File: src/rtl/sync_fifo.sv
// sync_fifo: single-clock FIFO with any depth, occupancy count and
// almost-full/almost-empty thresholds. Also has FWFT or registered
// read mode, flush, and sticky overflow/underflow flags.
// Ports: clk, reset (sync, active-high), flush, clr_err,
//        wr_req/wr_data/full/almost_full,
//        rd_req/rd_data/empty/almost_empty, count, overflow, underflow.
module sync_fifo #(
    parameter int DW     = 8,
    parameter int Length = 32,
    parameter int FWFT   = 0,
    parameter int AFThr  = Length - 1,
    parameter int AEThr  = 1,
    localparam int CW    = $clog2(Length + 1)
) (
    input  logic          clk,
    input  logic          reset,
    input  logic          flush,
    input  logic          clr_err,
    input  logic          wr_req,
    input  logic [DW-1:0] wr_data,
    output logic          full,
    output logic          almost_full,
    input  logic          rd_req,
    output logic [DW-1:0] rd_data,
    output logic          empty,
    output logic          almost_empty,
    output logic [CW-1:0] count,
    output logic          overflow,
    output logic          underflow
);
    localparam int PW = $clog2(Length);
    localparam logic [PW-1:0] LastPtr = PW'(Length - 1);

    logic [DW-1:0] r_mem [Length];
    logic [PW-1:0] r_wr_ptr;
    logic [PW-1:0] r_rd_ptr;
    logic [CW-1:0] r_count;
    logic          r_full;
    logic          r_empty;
    logic          r_af;
    logic          r_ae;
    logic          r_ovf;
    logic          r_unf;

    logic          w_wr_acc;
    logic          w_rd_acc;
    logic [CW-1:0] w_cnt_nxt;

    // Acceptance uses the registered flags only, so no request
    // reaches an output combinationally.
    always_comb begin
        w_wr_acc  = wr_req & ~r_full;
        w_rd_acc  = rd_req & ~r_empty;
        w_cnt_nxt = r_count;
        if (reset | flush) begin
            w_cnt_nxt = '0;
        end else if (w_wr_acc & ~w_rd_acc) begin
            w_cnt_nxt = r_count + CW'(1);
        end else if (w_rd_acc & ~w_wr_acc) begin
            w_cnt_nxt = r_count - CW'(1);
        end
    end

    always_ff @(posedge clk) begin
        if (reset) begin
            r_wr_ptr <= '0;
            r_rd_ptr <= '0;
            r_ovf    <= 1'b0;
            r_unf    <= 1'b0;
        end else if (flush) begin
            r_wr_ptr <= '0;
            r_rd_ptr <= '0;
            r_ovf    <= r_ovf & ~clr_err;
            r_unf    <= r_unf & ~clr_err;
        end else begin
            if (w_wr_acc) begin
                r_wr_ptr <= (r_wr_ptr == LastPtr) ? '0 : r_wr_ptr + PW'(1);
            end
            if (w_rd_acc) begin
                r_rd_ptr <= (r_rd_ptr == LastPtr) ? '0 : r_rd_ptr + PW'(1);
            end
            // A new error outranks a coincident clear.
            r_ovf <= (wr_req & r_full) | (r_ovf & ~clr_err);
            r_unf <= (rd_req & r_empty) | (r_unf & ~clr_err);
        end
        // Flags follow the next count, so they match count every cycle.
        r_count <= w_cnt_nxt;
        r_full  <= (w_cnt_nxt == CW'(Length));
        r_empty <= (w_cnt_nxt == '0);
        r_af    <= (w_cnt_nxt >= CW'(AFThr));
        r_ae    <= (w_cnt_nxt <= CW'(AEThr));
    end

    // Storage is not reset; only the pointers define valid contents.
    always_ff @(posedge clk) begin
        if (~reset & ~flush & w_wr_acc) begin
            r_mem[r_wr_ptr] <= wr_data;
        end
    end

    generate
        if (FWFT != 0) begin : g_fwft
            // Head word is driven straight from storage.
            assign rd_data = r_mem[r_rd_ptr];
        end else begin : g_reg
            logic [DW-1:0] r_rd_data;
            always_ff @(posedge clk) begin
                if (reset) begin
                    r_rd_data <= '0;
                end else if (~flush & w_rd_acc) begin
                    r_rd_data <= r_mem[r_rd_ptr];
                end
            end
            assign rd_data = r_rd_data;
        end
    endgenerate

    assign full         = r_full;
    assign empty        = r_empty;
    assign almost_full  = r_af;
    assign almost_empty = r_ae;
    assign count        = r_count;
    assign overflow     = r_ovf;
    assign underflow    = r_unf;
endmodule

File: config.mk
export PLATFORM = sky130hd
export DESIGN_NAME = sync_fifo
export DESIGN_NICKNAME = d
export VERILOG_FILES = /design/src/rtl/sync_fifo.sv
export SDC_FILE = /design/constraint.sdc
export NUM_CORES = 1
export LEC_CHECK = 0
export ABC_AREA = 1
export CORE_MARGIN = 8
export CORE_UTILIZATION = 30
export DETAILED_ROUTE_END_ITERATION = 10
export SLEW_MARGIN = 30
export SYNTH_ARGS = -nofsm -noshare
export SYNTH_HDL_FRONTEND = slang
export SYNTH_SLANG_ARGS = --single-unit
File: constraint.sdc
create_clock -name clk -period 2.2 [get_ports clk]
set_clock_uncertainty 0.05 [all_clocks]
set_input_delay 0.66 -clock clk [delete_from_list [all_inputs] [get_ports clk]]
set_output_delay 0.66 -clock clk [all_outputs]
set_load 0.02 [all_outputs]
==> results of run 1 <==
-- through the flow --
| stage | power (µW) | setup TNS, ps | setup WS [ps] |
|---|---|---|---|
| floorplan | 6481 | -130.7 | -2.042 |
| global placement | 6866 | -78610 | -351.8 |
| detailed placement | 6873 | -79710 | -364.0 |
| CTS | 12110 | 0 | 97.89 |
| global route | 12380 | 0 | 64.08 |
| finish | 12010 | 0 | 112.7 |
-- registers in the layout (all words and copies together), names as in the netlist --
register / count
r_mem: 256
rd_data: 8
almost_empty: 1
r_rd_ptr: 5
count: 6
full: 1
almost_full: 1
r_wr_ptr: 5
empty: 1
underflow: 1
overflow: 1
-- timing repair --
item	4_1_cts	5_1_grt
endpoints found under the setup margin	20	0
buffers inserted	0	0
gates resized for setup	20	0
-- final cells by class --
cell class	instances	share of cell area [%]
Sequential cell	286	57.89
Tap cell	525	4.586
Inverter	66	1.738
Clock inverter	21	2.035
Multi-Input combinational cell	690	21.76
Timing Repair Buffer	113	6.848
Clock buffer	32	5.145
-- worst min path at each step --
stage | slack [ps] | endpoint | startpoint | cells after the start
2_1_floorplan | 430 | r_wr_ptr[0] | r_wr_ptr[0] | 2
3_3_place_gp | 420 | underflow | underflow | 2
3_5_place_dp | 420 | underflow | underflow | 2
4_1_cts | 430 | underflow | underflow | 2
5_1_grt | 470 | underflow | underflow | 2
6_report | 430 | underflow | underflow | 2
-- metal layers --
metal	GRT usage (%)	up-vias
met4	4.312	0
li1	-	3954
met3	2.472	57
met5	0	-
met2	20.99	268
met1	17.24	3920
-- cells by family after synthesis --
logic type,after synthesis
buffers and inverters,121
and+or+nand+nor,621
DFF,286
AOI/OAI and AO/OA,59
adders and majority gates,9
xor gates and xnor gates,1
-- where the power goes --
| part | internal (µW) | switching, µW | leakage [µW] | total, µW |
|---|---|---|---|---|
| registers | 5950 | 37.5 | 0.00255 | 5980 |
| logic | 236 | 514 | 0.00238 | 750 |
| clock network | 3240 | 2040 | 0.000506 | 5280 |
-- layout by cell type, fill, tap and decap left out, types with 6 or more instances in the layout --
cell type / synthesis / routed
o21ai_0: 7 / 7
o211ai_1: 12 / 12
buf_12: 0 / 6
nand2_1: 350 / 350
clkdlybuf4s50_1: 0 / 13
edfxtp_1: 256 / 256
a21oi_1: 26 / 26
ha_1: 9 / 9
nand4_1: 13 / 13
inv_1: 64 / 63
clkbuf_16: 0 / 29
dlygate4sd2_1: 0 / 20
dfxtp_1: 30 / 28
bufinv_16: 0 / 7
nand3_1: 193 / 193
o21a_1: 8 / 8
buf_4: 5 / 74
clkinv_2: 0 / 10
nor2_1: 53 / 53
==> results.toml, run 1 <==
[finish]
seqCellArea_um2 = 8293
finalInstanceArea_um2 = 14330
fillCellCount = 3924
final_core_util_pct = 36.30
area_growth_pct = 20.25
antenna_cells = 0
multi_input_area_um2 = 3117
fin_cells = 1733
nNetsFinal = 1209
drive_above_1_share_pct = 11.34

[clocking]
clkLatencyLatePin_ps = 550
tritoncts = "done"
cts_buffers = 29
path_clk_slew_ps = 60
htreeDepth = 1
clock_path_buffers = 3
clkSinkCount = 286
root_buffer = "clkbuf_16"
hold_buffers = 0

[synth]
synthesis.area_um2 = 11910
synth_compound_area_share_pct = 3.014
avgSynthCellArea_um2 = 10.86
synth_top_area_cell = "edfxtp_1"
synth.area.top_cells = "edfxtp_1 65%, nand2_1 11%, nand3_1 8.1%"
ys_seq_area_share_pct = 69.57
synth-xor-area-share_pct = 0.07352
synth.most_common_cell = "nand2_1"
synth_top_family_by_area = "simple AND/OR/NAND/NOR gates"
synth.area.mux_share_pct = 0
ys_warn_count = 0
synthSimpleGateAreaFrac_pct = 22.13
synthDistinctLibCells = 29
synthAdderAreaFrac_pct = 0.9453
synth_edf_count = 256
ys.flop_type = "edfxtp_1"
synthesis.instances = 1097
ys_top_cells_by_count = "350 x nand2_1, 256 x edfxtp_1, 193 x nand3_1"
ys_async_sr_fraction_pct = 0
synth_top_area_share_pct = 64.53
ys_ff_latch = 286
synth_nets = 1120

[pwr]
cellPowerDensity_nw_per_um2 = 838.5
vdd.ir_drop.worst_mv = 0.7570
leakage_uw = 0.005435

[routing]
drt_iter0_drc = 658
dr_wl_met3_um = 1872
via_count = 8199
via_per_inst = 4.731
route.met2.wl_um = 14160
top_layer_used = "met4"
drc = 0
m1WireLength_um = 13570
ant_nets = 0
routed_wl_um = 30550
wl_per_cell_um = 17.63
drt_first_pass_iters = 5

[floorplanning]
dieArea_um2 = 46340
start_util_pct = 30.19
die_y_um = 215.3
coreArea_um2 = 39460
ios = 34
num_rows = 73
dieWidth_um = 215.3

[place]
place.gp.congestion = 0.8651
placed_area_um2 = 13320
hpwl_um = 19780
numPortBuffers = 33
dp.cells = 1680

[critical_path]
path_buf_inv = 1
end_kind = "output pin"
critPathTopFamily = "flip-flops"
rrSetupSlack_ps = 280
reg2reg_depth = 10
startpoint_type = "flip-flop"
cp.required_ps = 1490
cp_max_fo = 6
crit-reg2reg-launch = "r_rd_ptr[0]"
critical_path_class = "flip-flop to output pin"
arrival_ps = 1380
worstPathCellList = "dlygate4sd2_1"
crit_start = "count[2]"
endpoint = "count[2]"
slowest_stage = "dfxtp_1"
cp.depth = 1
cp_slowest_stage_delay_ps = 450
r2r-end = "rd_data[7]"

[grt]
grt_overflow = 0
grt_first_pass_wirelength_um = 47180
grt_max_degree = 144
track_usage_pct = 12.95
antenna_found_initial = 0
grt_pass1_vias = 8027

[run]
max-cap-violations = 0

[timing]
hold_viol = 0
fin_crit_ps = 2087
tightest_slew_ps = 710.5
grt_setup_unrepaired = "no"
slew_viol_final = 0
fmax_mhz = 479.1
fin_crit_sh_pct = 94.88
holdWs_ps = 426.1
setup_viol = 0
max_slew_margin_pct = 52.46

[outcome]
status = "finished clean"

[worst_hold_path]
hold_path_class = "flip-flop to flip-flop"
(Power assumes the default switching activity.)
==> run 2: changes to the inputs <==
--- a/config.mk
+++ b/config.mk
@@ -9,7 +9,7 @@
 export CORE_MARGIN = 8
 export CORE_UTILIZATION = 30
 export DETAILED_ROUTE_END_ITERATION = 10
-export SLEW_MARGIN = 30
+export SKIP_LAST_GASP = 1
 export SYNTH_ARGS = -nofsm -noshare
 export SYNTH_HDL_FRONTEND = slang
 export SYNTH_SLANG_ARGS = --single-unit
==> constraint.sdc (replaced) <==
create_clock -name clk -period 1.7 [get_ports clk]
set_clock_uncertainty 0.05 [all_clocks]
set_input_delay 0.51 -clock clk [delete_from_list [all_inputs] [get_ports clk]]
set_output_delay 0.51 -clock clk [all_outputs]
set_load 0.02 [all_outputs]
==> results.toml, run 2 (synthesis gave the netlist of run 1 again) <==
[clocking]
clkSinkCount = 286
clkLatencyLatePin_ps = 560
cts_buffers = 30
tritoncts = "done"
clock_path_buffers = 3
htreeDepth = 1
root_buffer = "clkbuf_16"
path_clk_slew_ps = 60

[critical_path]
arrival_ps = 2090
critical_path_class = "flip-flop to flip-flop"
critPathTopFamily = "simple AND/OR/NAND/NOR gates"
cpMostUsedCell = "nand3_1"
path_buf_inv = 3
cp.required_ps = 2100
rrSetupSlack_ps = 10
startpoint_type = "flip-flop"
worstPathCellList = "inv_8 -> buf_12 -> nand2_1 -> nand3_1 -> nand3_1 -> nand3_2 -> nand3_1 -> nand3_1 -> nand2_1 -> inv_1"
cp_max_fo = 26
cp_slowest_stage_delay_ps = 440
slowest_stage = "dfxtp_4"
end_kind = "flip-flop"

[timing]
holdWs_ps = 310.8
max_slew_margin_pct = 75.44
fin_crit_sh_pct = 99.42
fin_crit_ps = 1690
grt_setup_unrepaired = "yes"
tightest_slew_ps = 368.1
setup_viol = 0
slew_viol_final = 0
hold_viol = 0
fmax_mhz = 591.7

[finish]
final_core_util_pct = 37.84
layout_commonest_cell = "nand2_1"
antenna_cells = 0
drive_above_1_share_pct = 18.34
largest_reg_flops = 256
final_cell_mix = "343 x nand2_1, 256 x edfxtp_1, 171 x nand3_1"
nNetsFinal = 1204
largest-register = "r_mem"
area_growth_pct = 25.33

[routing]
ant_nets = 0
via_count = 8379
routed_wl_um = 32170
drc = 0
via_per_inst = 4.843
drt_iter0_drc = 811
wl_per_cell_um = 18.59
drt_first_pass_iters = 5

[floorplanning]
num_rows = 73
coreArea_um2 = 39460
ios = 34
dieWidth_um = 215.3
dieArea_um2 = 46340
start_util_pct = 30.19
die_y_um = 215.3

[pwr]
vdd.ir_drop.worst_mv = 0.5832
leakage_uw = 0.005510
cellPowerDensity_nw_per_um2 = 1042

[grt]
grt_pass1_vias = 8007
grt_first_pass_wirelength_um = 48020
track_usage_pct = 13.27
grt_overflow = 0
antenna_found_initial = 0
grt_max_degree = 91

[place]
numPortBuffers = 33
place.gp.congestion = 0.9106
hpwl_um = 19930

[worst_hold_path]
hold_path_class = "input port to flip-flop"

[outcome]
status = "finished clean"

[run]
max-cap-violations = 0
-- run 2: cell types whose count changed in the layout (fill, tap and decap cells not counted), sizes merged --
cell	previous run	this run
bufinv	7	4
clkinv	13	11
inv	65	67
clkbuf	32	41
dlygate4sd2	20	2
clkinvlp	2	0
clkdlybuf4s50	13	10
dlymetal6s2s	0	1
buf	80	93
-- run 2: report_power, final --
part / switching, µW / internal, µW / total, µW / leakage (µW)
clock: 2640 / 4020 / 6670 / 0.000498
combinational: 747 / 399 / 1150 / 0.00246
sequential: 42.3 / 7700 / 7740 / 0.00255
total: 3430 / 12100 / 15600 / 0.00551
-- run 2: path summary, 6_finish.rpt --
| check | from | end | cells after the start |
|---|---|---|---|
| min reg2reg | overflow | overflow | 2 |
| max reg2reg | r_rd_ptr[0] | rd_data[5] | 10 |
| min | wr_req | overflow | 3 |
| max | r_rd_ptr[0] | rd_data[5] | 10 |
-- run 2: repair_timing --
item,CTS,global route
cloned,1,3
pin swaps,4,4
hold buffers,0,0
buffers inserted,1,3
gates resized for setup,98,48
setup endpoints to repair,279,83
endpoints found under the hold margin,0,0
-- run 2: metrics by stage --
step | setup WS (ps) | power (µW) | area, µm² | TNS (ps) | cells
2_1_floorplan | 14.07 | 8410 | 12210 | 0 | 1097
3_3_place_gp | -658.2 | 8966 | 13670 | -168200 | 1666
3_5_place_dp | -703.5 | 8972 | 13670 | -176440 | 1666
4_1_cts | -20.66 | 15590 | 14690 | -26.63 | 1724
5_1_grt | -8.160 | 16020 | 14930 | -13.04 | 1730
6_report | 9.832 | 15550 | 14930 | 0 | 1730
-- run 2: metal layers --
layer | up-vias | part of all wire, % | global-route usage, %
li1 | 3966 | - | -
met1 | 4013 | 43 | 18.01
met2 | 332 | 46 | 21.57
met3 | 68 | 7.1 | 1.924
met4 | 0 | 3.3 | 4.358
met5 | - | 0 | 0
-- run 2: area by class of cell --
type / instances / area, µm²
repair buffers: 107 / 1139
fillers: 3798 / 24530
clock buffers: 40 / 829.5
well taps: 525 / 656.9
multi-input cells: 690 / 3563
clock inverters: 16 / 181.4
flip-flops and latches: 286 / 8305
inverters: 66 / 255.2
-- run 2: worst register-to-register path: cells and delay by family (launching register included) --
| kind | cells | cell delay, ps |
|---|---|---|
| and+or+nand+nor | 7 | 820 |
| buffers and inverters | 3 | 280 |
| DFF | 1 | 440 |
==> run 3: changes to the inputs <==
--- a/config.mk
+++ b/config.mk
@@ -9,6 +9,7 @@
 export CORE_MARGIN = 8
 export CORE_UTILIZATION = 30
 export DETAILED_ROUTE_END_ITERATION = 10
+export SETUP_SLACK_MARGIN = 0.15
 export SKIP_LAST_GASP = 1
 export SYNTH_ARGS = -nofsm -noshare
 export SYNTH_HDL_FRONTEND = slang
==> results.toml, run 3 (synthesis gave the netlist of run 1 again) <==
[timing]
fin_crit_ps = 1699
grt_setup_unrepaired = "yes"
fin_ws_ps = 1.319
setup_viol = 0
max_slew_margin_pct = 69.56
tightest_slew_ps = 456.1
fin_setup_tns_ps = 0
fmax_mhz = 588.7
fin_crit_sh_pct = 99.92
hold_viol = 0
holdWs_ps = 273.9
slew_viol_final = 0

[routing]
dr_wl_met3_um = 2473
via_count = 8732
ant_nets = 0
via_per_inst = 5.001
m1WireLength_um = 14310
drt_iter0_drc = 889
route.met2.wl_um = 16140
wl_per_cell_um = 19.42
drc = 0
routed_wl_um = 33900
drt_first_pass_iters = 5
top_layer_used = "met4"

[critical_path]
end_kind = "flip-flop"
crit-reg2reg-launch = "r_rd_ptr[0]"
crit_start = "r_rd_ptr[0]"
cp.required_ps = 2100
cp_max_fo = 15
rrSetupSlack_ps = 1
arrival_ps = 2100
startpoint_type = "flip-flop"
critical_path_class = "flip-flop to flip-flop"

[grt]
antenna_found_initial = 0
track_usage_pct = 13.57
grt_overflow = 0
grt_pass1_vias = 8335
grt_max_degree = 61
grt_first_pass_wirelength_um = 49230

[clocking]
root_buffer = "clkbuf_16"
clkLatencyLatePin_ps = 560
clkSinkCount = 286
clock_path_buffers = 3
htreeDepth = 1
tritoncts = "done"
cts_buffers = 30
path_clk_slew_ps = 60

[floorplanning]
coreArea_um2 = 39460
start_util_pct = 30.19
dieWidth_um = 215.3
dieArea_um2 = 46340
num_rows = 73
die_y_um = 215.3
ios = 34

[outcome]
status = "finished clean"

[finish]
nNetsFinal = 1221
largest_reg_flops = 256
area_growth_pct = 33.05
finalInstanceArea_um2 = 15850
final_cell_mix = "333 x nand2_1, 256 x edfxtp_1, 132 x nand3_1"
largest-register = "r_mem"
layout_commonest_cell = "nand2_1"
antenna_cells = 0
drive_above_1_share_pct = 26.78

[pwr]
vdd.ir_drop.worst_mv = 0.7446
leakage_uw = 0.005813
cellPowerDensity_nw_per_um2 = 1009
p_total_uw = 15990

[run]
max-cap-violations = 0

[worst_hold_path]
worstHoldStart = "rd_req"
hold_path_class = "input port to flip-flop"

[place]
pre_cts_ws_ps = -747.4
placed_area_um2 = 13720
numPortBuffers = 33
hpwl_um = 20420
place.gp.congestion = 0.8982
[run 3: repair_timing]
item	CTS	global route
pin swaps	25	36
setup endpoints to repair	296	259
gates resized for setup	213	85
hold buffers	0	0
setup buffers	5	8
cloned	4	7
[run 3: per-layer routing]
layer / vias up / GRT usage, %
li1: 4002 / -
met1: 4279 / 17.93
met2: 385 / 22.37
met3: 66 / 2.275
met4: 0 / 4.539
met5: - / 0
[run 3: worst max-delay path, stage by stage, from the launching register on]
cell and delay [ps]:
dfxtp_4 410, buf_4 220, buf_16 170, nand2_1 60, nand3_1 110, nand4_1 200, nand3_2 160, nand3_2 100
nand2_1 70, inv_1 30
[run 3: final timing paths]
kind,cells after the start,to
hold reg to reg,2,underflow
setup reg to reg,9,rd_data[5]
hold / removal,3,underflow
setup / recovery,9,rd_data[5]
[run 3: cell type report]
cell class	instances	area (µm²)
multi-input cells	690	3946
clock inverters	18	239.0
clock buffers	37	798.3
inverters	66	262.8
well taps	525	656.9
repair buffers	124	1613
fillers	3634	23610
flip-flops and latches	286	8334
[run 3: per-stage QoR]
stage	util [%]	instances
final	40.17	1746
after global routing	40.17	1746
after CTS	38.80	1731
after detailed placement	34.77	1667
after global placement	34.77	1667
after floorplan	-	1097
[run 3: power breakdown]
| part | total, µW | internal [µW] | leakage [µW] | switching [µW] |
|---|---|---|---|---|
| Sequential | 7750 | 7700 | 0.00256 | 46.2 |
| Clock | 6870 | 4220 | 0.000502 | 2660 |
| Combinational | 1370 | 546 | 0.00275 | 829 |
| Total | 16000 | 12500 | 0.00581 | 3530 |
